## config.mk

```make
export PLATFORM = sky130hd
export DESIGN_NAME = spi_slave_responder_flat
export DESIGN_NICKNAME = d
export VERILOG_FILES = /design/src/rtl/spi_slave_responder_pkg.sv /design/src/rtl/spi_slave_responder_if.sv /design/src/rtl/spi_slave_responder_sync.sv /design/src/rtl/spi_slave_responder.sv /design/src/flat_wrapper.sv
export SDC_FILE = /design/constraint.sdc
export NUM_CORES = 1
export LEC_CHECK = 0
export ABC_AREA = 1
export CORE_ASPECT_RATIO = 2
export CORE_MARGIN = 5
export CORE_UTILIZATION = 56
export CTS_CLUSTER_SIZE = 40
export DETAILED_ROUTE_END_ITERATION = 8
export HOLD_SLACK_MARGIN = 0.15
export PLACE_DENSITY = 0.84
export SYNTH_ARGS = -nofsm -noshare
export SYNTH_HDL_FRONTEND = slang
export SYNTH_HIERARCHICAL = 1
export SYNTH_SLANG_ARGS = --single-unit
```

## constraint.sdc

```tcl
create_clock -name io_clock -period 3.25 [get_ports io_clock]
set_input_delay 0.325 -clock io_clock [delete_from_list [all_inputs] [get_ports io_clock]]
set_output_delay 0.325 -clock io_clock [all_outputs]
set_load 0.02 [all_outputs]
```

## src/rtl/spi_slave_responder_pkg.sv

```systemverilog
// Shared types and defaults for the SPI mode-0 responder.
// Build option SPI_SLAVE_RX_FIFO_EN swaps the RX holding register for a FIFO.
package spi_slave_pkg;

  localparam int DATA_WIDTH_DEF = 8;
  localparam int IDLE_WORD_DEF  = 'hFF;

  typedef enum logic {IDLE, ACTIVE} state_t;

  // Bit counter is one bit wider than needed to index a word.
  function automatic int cnt_width(input int data_width);
    return $clog2(data_width) + 1;
  endfunction

  localparam int CNT_W_DEF = cnt_width(DATA_WIDTH_DEF);

endpackage

```

## src/rtl/spi_slave_responder_if.sv

```systemverilog
// Byte-stream side of the responder: RX words out, TX words in, valid/ready each.
interface spi_slave_responder_if
  import spi_slave_pkg::*;
#(
  parameter int DATA_WIDTH = DATA_WIDTH_DEF
);

  logic                  rx_valid;
  logic                  rx_ready;
  logic [DATA_WIDTH-1:0] rx_payload;
  logic                  tx_valid;
  logic                  tx_ready;
  logic [DATA_WIDTH-1:0] tx_payload;

  modport slave (
    output rx_valid, rx_payload, tx_ready,
    input  rx_ready, tx_valid, tx_payload
  );

  modport master (
    input  rx_valid, rx_payload, tx_ready,
    output rx_ready, tx_valid, tx_payload
  );

endinterface

```

## src/rtl/spi_slave_responder_sync.sv

```systemverilog
// Multi-flop synchronizer for one asynchronous SPI pin; resets to 0.
module spi_slave_sync #(
  parameter int STAGES = 2
) (
  input  logic clk,
  input  logic rst_n,
  input  logic d,
  output logic q
);

  logic [STAGES-1:0] sr;

  always_ff @(posedge clk) begin
    if (!rst_n) begin
      sr <= '0;
    end else begin
      sr <= {sr[STAGES-2:0], d};
    end
  end

  assign q = sr[STAGES-1];

endmodule

```

## src/rtl/spi_slave_responder.sv

```systemverilog
// SPI mode-0 responder oversampling sclk/ss/mosi in io_clock; MOSI words to RX stream, TX stream to MISO.
// SPI_SLAVE_RX_FIFO_EN selects an RX_FIFO_DEPTH-entry RX FIFO instead of a single holding register.
module spi_slave_responder
  import spi_slave_pkg::*;
#(
  parameter int                    DATA_WIDTH    = DATA_WIDTH_DEF,
  parameter int                    SYNC_STAGES   = 2,
  parameter logic [DATA_WIDTH-1:0] IDLE_WORD     = DATA_WIDTH'(IDLE_WORD_DEF),
  parameter int                    RX_FIFO_DEPTH = 4
) (
  input  logic io_clock,
  input  logic io_reset_n,
  input  logic io_spi_sclk,
  input  logic io_spi_ss,
  input  logic io_spi_mosi,
  output logic io_spi_miso,
  output logic io_spi_miso_oe,
  spi_slave_responder_if.slave io,
  output logic io_busy,
  output logic io_overrun,
  output logic io_underrun,
  input  logic io_flags_clear
);

  localparam int CW = cnt_width(DATA_WIDTH);
  localparam logic [CW-1:0] LAST_BIT = CW'(DATA_WIDTH - 1);

  logic sclk_s, ss_s, mosi_s;
  logic sclk_q, ss_q;
  logic sclk_rise, sclk_fall, ss_fall, ss_rise;

  // ss chain resets to 0 so a select held low across reset is not seen as a new falling edge.
  spi_slave_sync #(.STAGES(SYNC_STAGES)) u_sync_sclk (.clk(io_clock), .rst_n(io_reset_n), .d(io_spi_sclk), .q(sclk_s));
  spi_slave_sync #(.STAGES(SYNC_STAGES)) u_sync_ss   (.clk(io_clock), .rst_n(io_reset_n), .d(io_spi_ss),   .q(ss_s));
  spi_slave_sync #(.STAGES(SYNC_STAGES)) u_sync_mosi (.clk(io_clock), .rst_n(io_reset_n), .d(io_spi_mosi), .q(mosi_s));

  always_ff @(posedge io_clock) begin
    if (!io_reset_n) begin
      sclk_q <= 1'b0;
      ss_q   <= 1'b0;
    end else begin
      sclk_q <= sclk_s;
      ss_q   <= ss_s;
    end
  end

  assign sclk_rise = sclk_s & ~sclk_q;
  assign sclk_fall = ~sclk_s & sclk_q;
  assign ss_fall   = ~ss_s & ss_q;
  assign ss_rise   = ss_s & ~ss_q;

  state_t                  state, state_n;
  logic [DATA_WIDTH-1:0]   tx_sr, tx_sr_n, load_word;
  logic [DATA_WIDTH-2:0]   rx_sr, rx_sr_n;
  logic [DATA_WIDTH-1:0]   rx_word;
  logic [CW-1:0]           cnt, cnt_n;
  logic                    tx_load, word_done;
  logic                    overrun_set, underrun_set;

  assign rx_word = {rx_sr, mosi_s};

  always_ff @(posedge io_clock) begin
    if (!io_reset_n) begin
      state <= IDLE;
      tx_sr <= '1;
      rx_sr <= '0;
      cnt   <= '0;
    end else begin
      state <= state_n;
      tx_sr <= tx_sr_n;
      rx_sr <= rx_sr_n;
      cnt   <= cnt_n;
    end
  end

  // A falling edge with the counter at 0 follows a completed word, so it reloads instead of shifting.
  always_comb begin
    state_n   = state;
    tx_sr_n   = tx_sr;
    rx_sr_n   = rx_sr;
    cnt_n     = cnt;
    tx_load   = 1'b0;
    word_done = 1'b0;
    load_word = io.tx_valid ? io.tx_payload : IDLE_WORD;
    case (state)
      IDLE: begin
        if (ss_fall) begin
          tx_load = 1'b1;
          tx_sr_n = load_word;
          rx_sr_n = '0;
          cnt_n   = '0;
          state_n = ACTIVE;
        end
      end
      ACTIVE: begin
        if (ss_rise) begin
          tx_sr_n = '1;
          rx_sr_n = '0;
          cnt_n   = '0;
          state_n = IDLE;
        end else if (sclk_rise) begin
          rx_sr_n = (DATA_WIDTH-1)'({rx_sr, mosi_s});
          if (cnt == LAST_BIT) begin
            word_done = 1'b1;
            cnt_n     = '0;
          end else begin
            cnt_n = cnt + 1'b1;
          end
        end else if (sclk_fall) begin
          if (cnt == '0) begin
            tx_load = 1'b1;
            tx_sr_n = load_word;
          end else begin
            tx_sr_n = {tx_sr[DATA_WIDTH-2:0], 1'b1};
          end
        end
      end
      default: state_n = IDLE;
    endcase
  end

  assign io_spi_miso    = tx_sr[DATA_WIDTH-1];
  assign io_spi_miso_oe = (state == ACTIVE);
  assign io_busy        = (state == ACTIVE);
  assign io.tx_ready    = tx_load;
  assign underrun_set   = tx_load & ~io.tx_valid;

`ifdef SPI_SLAVE_RX_FIFO_EN
  localparam int AW = $clog2(RX_FIFO_DEPTH);

  logic [DATA_WIDTH-1:0] mem [RX_FIFO_DEPTH];
  logic [AW:0]           wr_ptr, rd_ptr;
  logic                  empty, full, pop, push;

  assign empty = (wr_ptr == rd_ptr);
  assign full  = (wr_ptr[AW] != rd_ptr[AW]) && (wr_ptr[AW-1:0] == rd_ptr[AW-1:0]);
  assign pop   = ~empty & io.rx_ready;
  assign push  = word_done & (~full | pop);
  assign overrun_set = word_done & full & ~pop;

  always_ff @(posedge io_clock) begin
    if (!io_reset_n) begin
      wr_ptr <= '0;
      rd_ptr <= '0;
      for (int i = 0; i < RX_FIFO_DEPTH; i++) begin
        mem[i] <= '0;
      end
    end else begin
      if (push) begin
        mem[wr_ptr[AW-1:0]] <= rx_word;
        wr_ptr              <= wr_ptr + 1'b1;
      end
      if (pop) begin
        rd_ptr <= rd_ptr + 1'b1;
      end
    end
  end

  assign io.rx_valid   = ~empty;
  assign io.rx_payload = mem[rd_ptr[AW-1:0]];
`else
  logic                  rx_valid_r;
  logic [DATA_WIDTH-1:0] rx_hold;
  logic                  pop;
  logic                  unused_fifo_cfg;

  assign unused_fifo_cfg = (RX_FIFO_DEPTH == 0);
  assign pop             = rx_valid_r & io.rx_ready;
  assign overrun_set     = word_done & rx_valid_r & ~pop;

  always_ff @(posedge io_clock) begin
    if (!io_reset_n) begin
      rx_valid_r <= 1'b0;
      rx_hold    <= '0;
    end else if (word_done && (!rx_valid_r || pop)) begin
      rx_valid_r <= 1'b1;
      rx_hold    <= rx_word;
    end else if (pop) begin
      rx_valid_r <= 1'b0;
    end
  end

  assign io.rx_valid   = rx_valid_r;
  assign io.rx_payload = rx_hold;
`endif

  // A set event in the same cycle as io_flags_clear wins.
  always_ff @(posedge io_clock) begin
    if (!io_reset_n) begin
      io_overrun  <= 1'b0;
      io_underrun <= 1'b0;
    end else begin
      if (overrun_set)         io_overrun <= 1'b1;
      else if (io_flags_clear) io_overrun <= 1'b0;
      if (underrun_set)        io_underrun <= 1'b1;
      else if (io_flags_clear) io_underrun <= 1'b0;
    end
  end

endmodule

```

## src/flat_wrapper.sv

```systemverilog
// flat-port wrapper written by rule: the top's interface ports become plain ports
module spi_slave_responder_flat import spi_slave_pkg::*;
#(
  parameter int                    DATA_WIDTH    = DATA_WIDTH_DEF,
  parameter int                    SYNC_STAGES   = 2,
  parameter logic [DATA_WIDTH-1:0] IDLE_WORD     = DATA_WIDTH'(IDLE_WORD_DEF),
  parameter int                    RX_FIFO_DEPTH = 4
)
  (io_clock, io_reset_n, io_spi_sclk, io_spi_ss, io_spi_mosi, io_spi_miso, io_spi_miso_oe, io_busy, io_overrun, io_underrun, io_flags_clear, io_rx_valid, io_rx_payload, io_tx_ready, io_rx_ready, io_tx_valid, io_tx_payload);
  spi_slave_responder_if #(.DATA_WIDTH(DATA_WIDTH)) io_i ();
  input  logic io_clock;
  input  logic io_reset_n;
  input  logic io_spi_sclk;
  input  logic io_spi_ss;
  input  logic io_spi_mosi;
  output logic io_spi_miso;
  output logic io_spi_miso_oe;
  output logic io_busy;
  output logic io_overrun;
  output logic io_underrun;
  input  logic io_flags_clear;
  output wire logic [$bits(io_i.rx_valid)-1:0] io_rx_valid;
  output wire logic [$bits(io_i.rx_payload)-1:0] io_rx_payload;
  output wire logic [$bits(io_i.tx_ready)-1:0] io_tx_ready;
  input wire logic [$bits(io_i.rx_ready)-1:0] io_rx_ready;
  input wire logic [$bits(io_i.tx_valid)-1:0] io_tx_valid;
  input wire logic [$bits(io_i.tx_payload)-1:0] io_tx_payload;
  assign io_rx_valid = io_i.rx_valid;
  assign io_rx_payload = io_i.rx_payload;
  assign io_tx_ready = io_i.tx_ready;
  assign io_i.rx_ready = io_rx_ready;
  assign io_i.tx_valid = io_tx_valid;
  assign io_i.tx_payload = io_tx_payload;
  spi_slave_responder #(.DATA_WIDTH(DATA_WIDTH), .SYNC_STAGES(SYNC_STAGES), .IDLE_WORD(IDLE_WORD), .RX_FIFO_DEPTH(RX_FIFO_DEPTH)) u_core (.io_clock(io_clock), .io_reset_n(io_reset_n), .io_spi_sclk(io_spi_sclk), .io_spi_ss(io_spi_ss), .io_spi_mosi(io_spi_mosi), .io_spi_miso(io_spi_miso), .io_spi_miso_oe(io_spi_miso_oe), .io(io_i), .io_busy(io_busy), .io_overrun(io_overrun), .io_underrun(io_underrun), .io_flags_clear(io_flags_clear));
endmodule
```

# Word-level counts from Yosys, hierarchy flattened
# Cells that the tools add are included.
totals:
  reg_bits: 39
  input_bits: 16
op_classes:
  add_sub_neg: 1
  n_eq_ne: 5
  mux: 33
  n_bitwise: 15
  reduce_logical: 9
ops:
  columns: ["cell", "count"]
  rows:
  - ["two-way mux 8 bit", 6]
  - ["two-way mux 7 bit", 3]
  - ["two-way mux 4 bit", 4]
  - ["case mux 8 bit (2 select lines)", 1]
  - ["two-way mux 1 bit", 15]
  - ["case mux 7 bit (2 select lines)", 1]
  - ["bitwise AND 1 bit", 8]
  - ["case mux 4 bit (2 select lines)", 1]
  - ["inverter 1 bit", 7]
  - ["!= test 3 x 1 -> 1 bit, second input constant", 2]
  - ["nonzero test 2 bit", 3]
  - ["adder 4 x 1 -> 4 bit, second input constant", 1]
  - ["equality test 4 x 3 -> 1 bit, second input constant", 1]
  - ["zero test 4 bit", 1]
  - ["case mux 1 bit (2 select lines)", 2]
  - ["!= test 3 bit, second input constant", 1]
  - ["AND reduction 3 bit", 1]
  - ["!= test 2 x 1 -> 1 bit, second input constant", 1]
  - ["AND reduction 2 bit", 1]
  - ["logical AND 1 bit", 1]
  - ["zero test 1 bit", 1]
  - ["logical OR 1 bit", 1]

# Longest topological paths before layout
# Gate-level depths: netlist of the first run.
logic_depth:
  word_depth: 8
  depth_mapped: 10
  mapped_depth_nobuf: 9

# Hierarchy
# Netlist of the first run, hierarchy kept.
by_module_without_submodules:
  columns: ["mod", "instances", "cells_each", "area_each_um2", "seq_area_each_um2"]
  rows:
  - ["spi_slave_responder", 1, 230, 1675.4, 660.6]
  - ["spi_slave_sync", 3, 6, 55.1, 40.0]

# Worst setup path after synthesis of the first run
# No wires, ideal clock.
synth_path:
  path_kind: "flip-flop to output port"
  start: "reg u_core.state, in the netlist u_core/io_busy"
  end: "out io_tx_ready"
  arrival_ps: 1128
  path_slack_ps: 1797
  stages_incl_launch_ff: 7
  path_buffers: 2
  path_cell_list: "dfxtp_1 > buf_6 > nand2_4 > inv_4 > buf_6 > nand2_1 > nand2_1"
synth_via:
  elab_chain_len: 2
synth_lines:
  columns: ["element", "line", "text"]
  rows:
  - ["start: declaration", "spi_slave_responder.sv:52", "state_t state, state_n;"]
  - ["start signal: assignment", "spi_slave_responder.sv:69", "state <= state_n;"]
  - ["inverter 1 bit", "spi_slave_responder.sv:85", "case (state)"]
  - ["case mux 1 bit (2 select lines) (*)", "spi_slave_responder.sv:85", null]
  - ["end: declaration", "flat_wrapper.sv:24", "output wire logic [$bits(io_i.tx_ready)-1:0] io_tx_ready;"]
# Mark *: on every way between the ends. The rest lies on a longest branch, timed or not.

# Worst setup path in the final report of the first run
# Ends and elaborated chain as after synthesis.

==> results_dict.tcl, run 1 <==
set metrics [dict create \
    leakage_nw 0.932 \
    gp_congestion 0.779 \
    dieArea_um2 4600 \
    die_height_um 91.1 \
    drive_above_1_share_pct 14.9 \
    worstSetupEndpointType "output pin" \
    antenna_found_initial 0 \
    cts_resized 0 \
    start_kind "register" \
    ys_seq_elements 39 \
    vias_per_cell 5.19 \
    grt_use_total_pct 17.1 \
    avgSynthCellArea_um2 7.42 \
    status "finished, final reports clean" \
    seq_area_um2 781 \
    arrival_ns 2.00 \
    p_seq_share_pct 50.0 \
    fin_crit_ns 2.33 \
    crit_path_max_incr_delay_ns 0.62 \
    rsz0062_at_grt "false" \
    grt_overflow 0 \
    clock_path_buffers 2 \
    fin_cells 307 \
    fin_crit_sh_pct 71.6 \
    path_class "register to output pin" \
    ctsHoldBuffers 0 \
    maxSlewHeadroom_pct 32.5 \
    dpl_cell_area_um2 2090 \
    yosysSeqAreaShare_pct 42.4 \
    area_delta_synth_final_pct 20.2 \
    ir_worst_vdd_mv 0.455 \
    core_area_um2 3160 \
    first_global_vias 1526 \
    synthTopCellsByArea "dfxtp_1 (42%), nand2_1 (17%), a21oi_1 (6.3%), nor2_1 (4.1%), a21oi_2 (3.8%)" \
    hpwl_um 2630 \
    crit_required_ns 2.92 \
    synth_cell_types 25 \
    post_drt_wl_per_cell_um 11.9 \
    slew_viol_final 0 \
    skew_ns 0.00677 \
    dp.cells 299 \
    critPathMaxFanout 12 \
    vias 1593 \
    cts_tree "done" \
    clock_sinks 39 \
    slowest_stage "dfxtp_1" \
    portBuffers 30 \
    clk_latency_ns 0.29 \
    powerDensity_nw_per_um2 450 \
    crit_top_cell "nand2_1" \
    drc 0 \
    min_path_type "register to register" \
    root_buffer "clkbuf_8" \
    first_iter_violations 31 \
    syn-num-nets 266 \
    ant_nets 0 \
    htreeDepth 2 \
    rows 29 \
    wl_um 3650 \
    fillers 276 \
    io-pin-count 31 \
    cts_buffers 5 \
    setup_tns_ns 0 \
    p_int_w 0.000778 \
    dr.pass1.iters 4 \
    p_sw_w 0.000219 \
    tightest_slew_ns 1.01 \
    syn-cell-area_um2 1840 \
    p_comb_share_pct 9.1 \
    synth_top_area_cell "dfxtp_1" \
    start_util_pct 58.3 \
    grt_start_max_net_pins 30 \
    hold_violations 0 \
    nNetsFinal 293 \
    multi_input_area_um2 878 \
    synth-warning-count 6 \
    whs_ns 0.410 \
    postSynthCellCount 248 \
    maxCapViolations 0 \
    die_w_um 50.5 \
    cp_cell_sequence "nand2_4 > inv_4 > nand2_1 > nand2_1 > clkdlybuf4s50_1" \
    grt_pass1_wl_um 6410 \
    synth_top_area_share_pct 42.4 \
    design_area_um2 2210 \
    switching_share_pct 22.0 \
    setup_viol 0 \
    clkPwrFrac_pct 40.9 \
    antennaDiodeCount 0 \
    post-cts-setup-buffers 0 \
    max_freq_mhz 430 \
    clkTransAtPathRegs_ns 0.07 \
]
sequential cells by signal (all words and copies together), names as in the netlist, 2 cells and up:
name,count
u_core/tx_sr,8
u_core/rx_sr,7
u_core/io.rx_payload,8
u_core/u_sync_sclk/sr,2
u_core/cnt,4
u_core/u_sync_mosi/sr,2
u_core/u_sync_ss/sr,2
metrics by stage:
| step | util (%) | setup WS (ns) | total power, W |
|---|---|---|---|
| after global routing | 70.1 | 0.788 | 0.00104 |
| after CTS | 70.1 | 0.894 | 0.00101 |
| after global placement | 66.3 | 1.23 | 0.000599 |
| final | 70.1 | 0.923 | 0.000996 |
| after detailed placement | 66.3 | 1.22 | 0.000600 |
| after floorplan | - | 1.80 | 0.000572 |
layout make-up:
type                    instances  share of cell area, %
clock buffers                   6                   3.73
inverters                      25                   4.36
clock inverters                 2                   1.58
well taps                      31                   1.75
multi-input cells             174                   39.7
flip-flops and latches         39                   35.3
repair buffers                 30                   13.6
synth_stat cells:
cell type,count
a21oi_1,23
nor2_8,1
nor2_4,3
buf_12,1
nand3_1,12
nor2_1,20
nand3_2,1
dfxtp_1,39
or2_2,7
buf_4,2
o21ai_2,2
nand4_1,8
nand2_4,3
ha_1,2
buf_2,1
buf_6,3
inv_1,18
or2_1,1
inv_2,6
nand2_1,81
clkbuf_1,3
nand3b_1,1
nand2_2,1
inv_4,1
a21oi_2,8
routing by layer:
layer / global-route usage (%) / vias to the layer above / share of wire [%]
met3: 4.10 / 5 / 4.0
met1: 18.2 / 728 / 39
met4: 6.40 / 0 / 1.8
li1: - / 835 / -
met2: 30.8 / 25 / 55
met5: 0 / - / 0
cells by family (layout without fill, tap and decap cells):
kind of cell	count (synthesis)	after routing	synth area share, %
adders and majority gates	2	2	1.36
and+or+nand+nor	139	139	35.4
DFF	39	39	42.4
buffers and inverters	35	63	9.86
AOI/OAI and AO/OA	33	33	11.0
worst paths after layout:
kind / slack, ns / endpoint / start / cells after the start
setup reg to reg: 1.63 / u_core/io.rx_payload[1] / u_core/io_busy / 5
setup / recovery: 0.92 / io_tx_ready / u_core/io_busy / 5
hold reg to reg: 0.41 / u_core/u_sync_ss/sr[1] / u_core/u_sync_ss/sr[0] / 2
hold / removal: 0.41 / u_core/u_sync_ss/sr[1] / u_core/u_sync_ss/sr[0] / 2
power groups by stage:
| stage | logic (W) | clock network, W | registers (W) |
|---|---|---|---|
| 4_1_cts | 0.0000918 | 0.000417 | 0.000498 |
| 6_report | 0.0000909 | 0.000407 | 0.000498 |
| 5_1_grt | 0.000102 | 0.000443 | 0.000500 |
| 2_1_floorplan | 0.0000640 | 0 | 0.000508 |
| 3_3_place_gp | 0.0000903 | 0 | 0.000509 |
| 3_5_place_dp | 0.0000911 | 0 | 0.000509 |
critical path: cells and delay by family, from the launching register on:
kind	cells	cell delay [ns]
buffers and inverters	2	0.76
flip-flops	1	0.62
AND/OR/NAND/NOR	3	0.32
cells in the final DEF, fill, tap and decap left out, drive strengths merged:
master / netlist / final
or2: 8 / 8
nand4: 8 / 8
clkdlybuf4s50: 0 / 30
dfxtp: 39 / 39
clkinv: 0 / 1
clkbuf: 3 / 6
inv: 25 / 25
bufinv: 0 / 1
o21ai: 2 / 2
a21oi: 31 / 31
nor2: 24 / 24
nand3b: 1 / 1
nand2: 85 / 85
nand3: 13 / 13
ha: 2 / 2
(Power assumes the default switching activity.)
==> inputs of run 2 (changes only) <==
- CORE_UTILIZATION: 56 -> 47
- PLACE_DENSITY: 0.84 -> 0.75
- clock period: 3.25 -> 2.14 ns (I/O delays scaled with it)
==> run 2 against run 1 <==
  * Total power grew 48%
  * Clock power grew 42%
  * Cell count up 7.2%
  * Critical path depth up 2
  * Register-to-register slack worse by 0.93 ns
  * Critical path type unchanged
  * Largest power group unchanged
  * Highest routed layer unchanged
==> results_dict.tcl, run 2 (synthesized netlist as in run 1, its figures left out) <==
set metrics [dict create \
    r2r_cells 6 \
    power_w 0.00147 \
    maxSlewHeadroom_pct 65.5 \
    hold_depth 2 \
    vias_per_cell 4.81 \
    skew_ns 0.00300 \
    drc 0 \
    status "finished, final reports clean" \
    timing.rr.end "u_core/io.rx_payload[5]" \
    cp_cell_sequence "inv_1 > ha_1 > nand2_1 > nor2_1 > nand2_1 > nand2_1 > dlymetal6s2s_1" \
    fillers 393 \
    dieArea_um2 5340 \
    r2r_start "u_core/cnt[0]" \
    htreeDepth 2 \
    cts_tree "done" \
    preCtsSetupSlack_ns 0.335 \
    area_delta_synth_final_pct 22.1 \
    final_core_util_pct 58.5 \
    nNetsFinal 296 \
    fin_cells 329 \
    io-pin-count 31 \
    worstSetupEndpointType "output pin" \
    wl_um 3780 \
    ant_nets 0 \
    antenna_found_initial 0 \
    tightest_slew_ns 0.518 \
    setup_viol 0 \
    r2r_slack_ns 0.70 \
    min_path_type "register to register" \
    crit_top_cell "nand2_1" \
    ir_worst_vdd_mv 0.667 \
    ctsHoldBuffers 0 \
    hpwl_um 2860 \
    seq_area_um2 781 \
    slowest_stage "dfxtp_1" \
    root_buffer "clkbuf_8" \
    endpoint "io_tx_ready" \
    grt_use_total_pct 15.8 \
    setup_ws_ns 0.371 \
    start_kind "register" \
    crit_path_max_incr_delay_ns 0.39 \
    rows 32 \
    grt_start_max_net_pins 30 \
    gp_congestion 0.752 \
    core_area_um2 3840 \
    crit_start "u_core/cnt[0]" \
    first_iter_violations 30 \
    grt_pass1_wl_um 6340 \
    arrival_ns 1.55 \
    critPathMaxFanout 9 \
    portBuffers 30 \
    antennaDiodeCount 0 \
    crit_required_ns 1.93 \
    fin_crit_ns 1.77 \
    fin_crit_sh_pct 82.7 \
    clock_sinks 39 \
    vias 1584 \
    max_freq_mhz 565 \
    clkTransAtPathRegs_ns 0.07 \
    slew_viol_final 0 \
    dr.pass1.iters 4 \
    first_global_vias 1533 \
    multi_input_area_um2 878 \
    hold_violations 0 \
    drive_above_1_share_pct 15.1 \
    rsz0062_at_grt "false" \
    dp.cells 322 \
    start_util_pct 47.9 \
    mostFrequentLayoutCells "nand2_1 (81), dfxtp_1 (39), clkdlybuf4s50_1 (29)" \
    clk_latency_ns 0.28 \
    setup_tns_ns 0 \
    clock_path_buffers 2 \
    leakage_nw 0.954 \
    die_w_um 54.3 \
    path_class "register to output pin" \
    powerDensity_nw_per_um2 656 \
    die_height_um 98.5 \
    post-cts-setup-buffers 0 \
    maxCapViolations 0 \
    final_common_cell "nand2_1" \
    grt_overflow 0 \
    cts_buffers 5 \
    post_drt_wl_per_cell_um 11.5 \
]
==> run 2: how the worst min path moves through the flow <==
stage	slack, ns	startpoint	endpoint
2_1_floorplan	0.31	io_spi_mosi	u_core/u_sync_mosi/sr[0]
3_3_place_gp	0.39	u_core/u_sync_ss/sr[0]	u_core/u_sync_ss/sr[1]
3_5_place_dp	0.40	u_core/u_sync_ss/sr[0]	u_core/u_sync_ss/sr[1]
4_1_cts	0.42	u_core/u_sync_ss/sr[0]	u_core/u_sync_ss/sr[1]
5_1_grt	0.43	u_core/u_sync_sclk/sr[0]	u_core/u_sync_sclk/sr[1]
6_report	0.42	u_core/u_sync_ss/sr[0]	u_core/u_sync_ss/sr[1]
==> run 2: power by group <==
part,internal [W],total [W],switching [W],leakage [nW]
Clock,0.000342,0.000576,0.000235,0.0513
Combinational,0.0000635,0.000142,0.0000787,0.586
Sequential,0.000744,0.000757,0.0000130,0.317
Total,0.00115,0.00147,0.000326,0.954
==> run 2: final cells by class <==
cell class	count	share of cell area, %
multi-input combinational	174	39.1
tap	51	2.84
sequential	39	34.7
inverter	25	4.29
clock inverter	1	1.34
timing repair buffer	33	14.5
clock buffer	6	3.23
==> run 2: per-layer routing <==
metal	vias to the layer above	part of all wire [%]	track usage (%)
met5	-	0	0
met4	0	2.6	7.29
met3	8	3.3	3.18
met2	30	55	29.5
met1	709	39	15.4
li1	837	-	-
==> run 2: metrics by stage <==
step | area (um2) | hold slack (ns)
after global routing | 2250 | 0.431
after CTS | 2240 | 0.420
after global placement | 2140 | 0.392
after detailed placement | 2140 | 0.401
final | 2250 | 0.416
after floorplan | 1840 | 0.307
==> run 2: what timing repair did <==
item	4_1_cts	5_1_grt
resized for setup	0	1
setup endpoints to repair	0	1
endpoints found under the hold margin	0	0
==> run 2: worst max-delay path: cells and delay by family (launching register included) <==
family	cells	cell delay [ns]
buffers and inverters	2	0.28
and+or+nand+nor	4	0.41
adders and majority gates	1	0.20
DFF	1	0.39
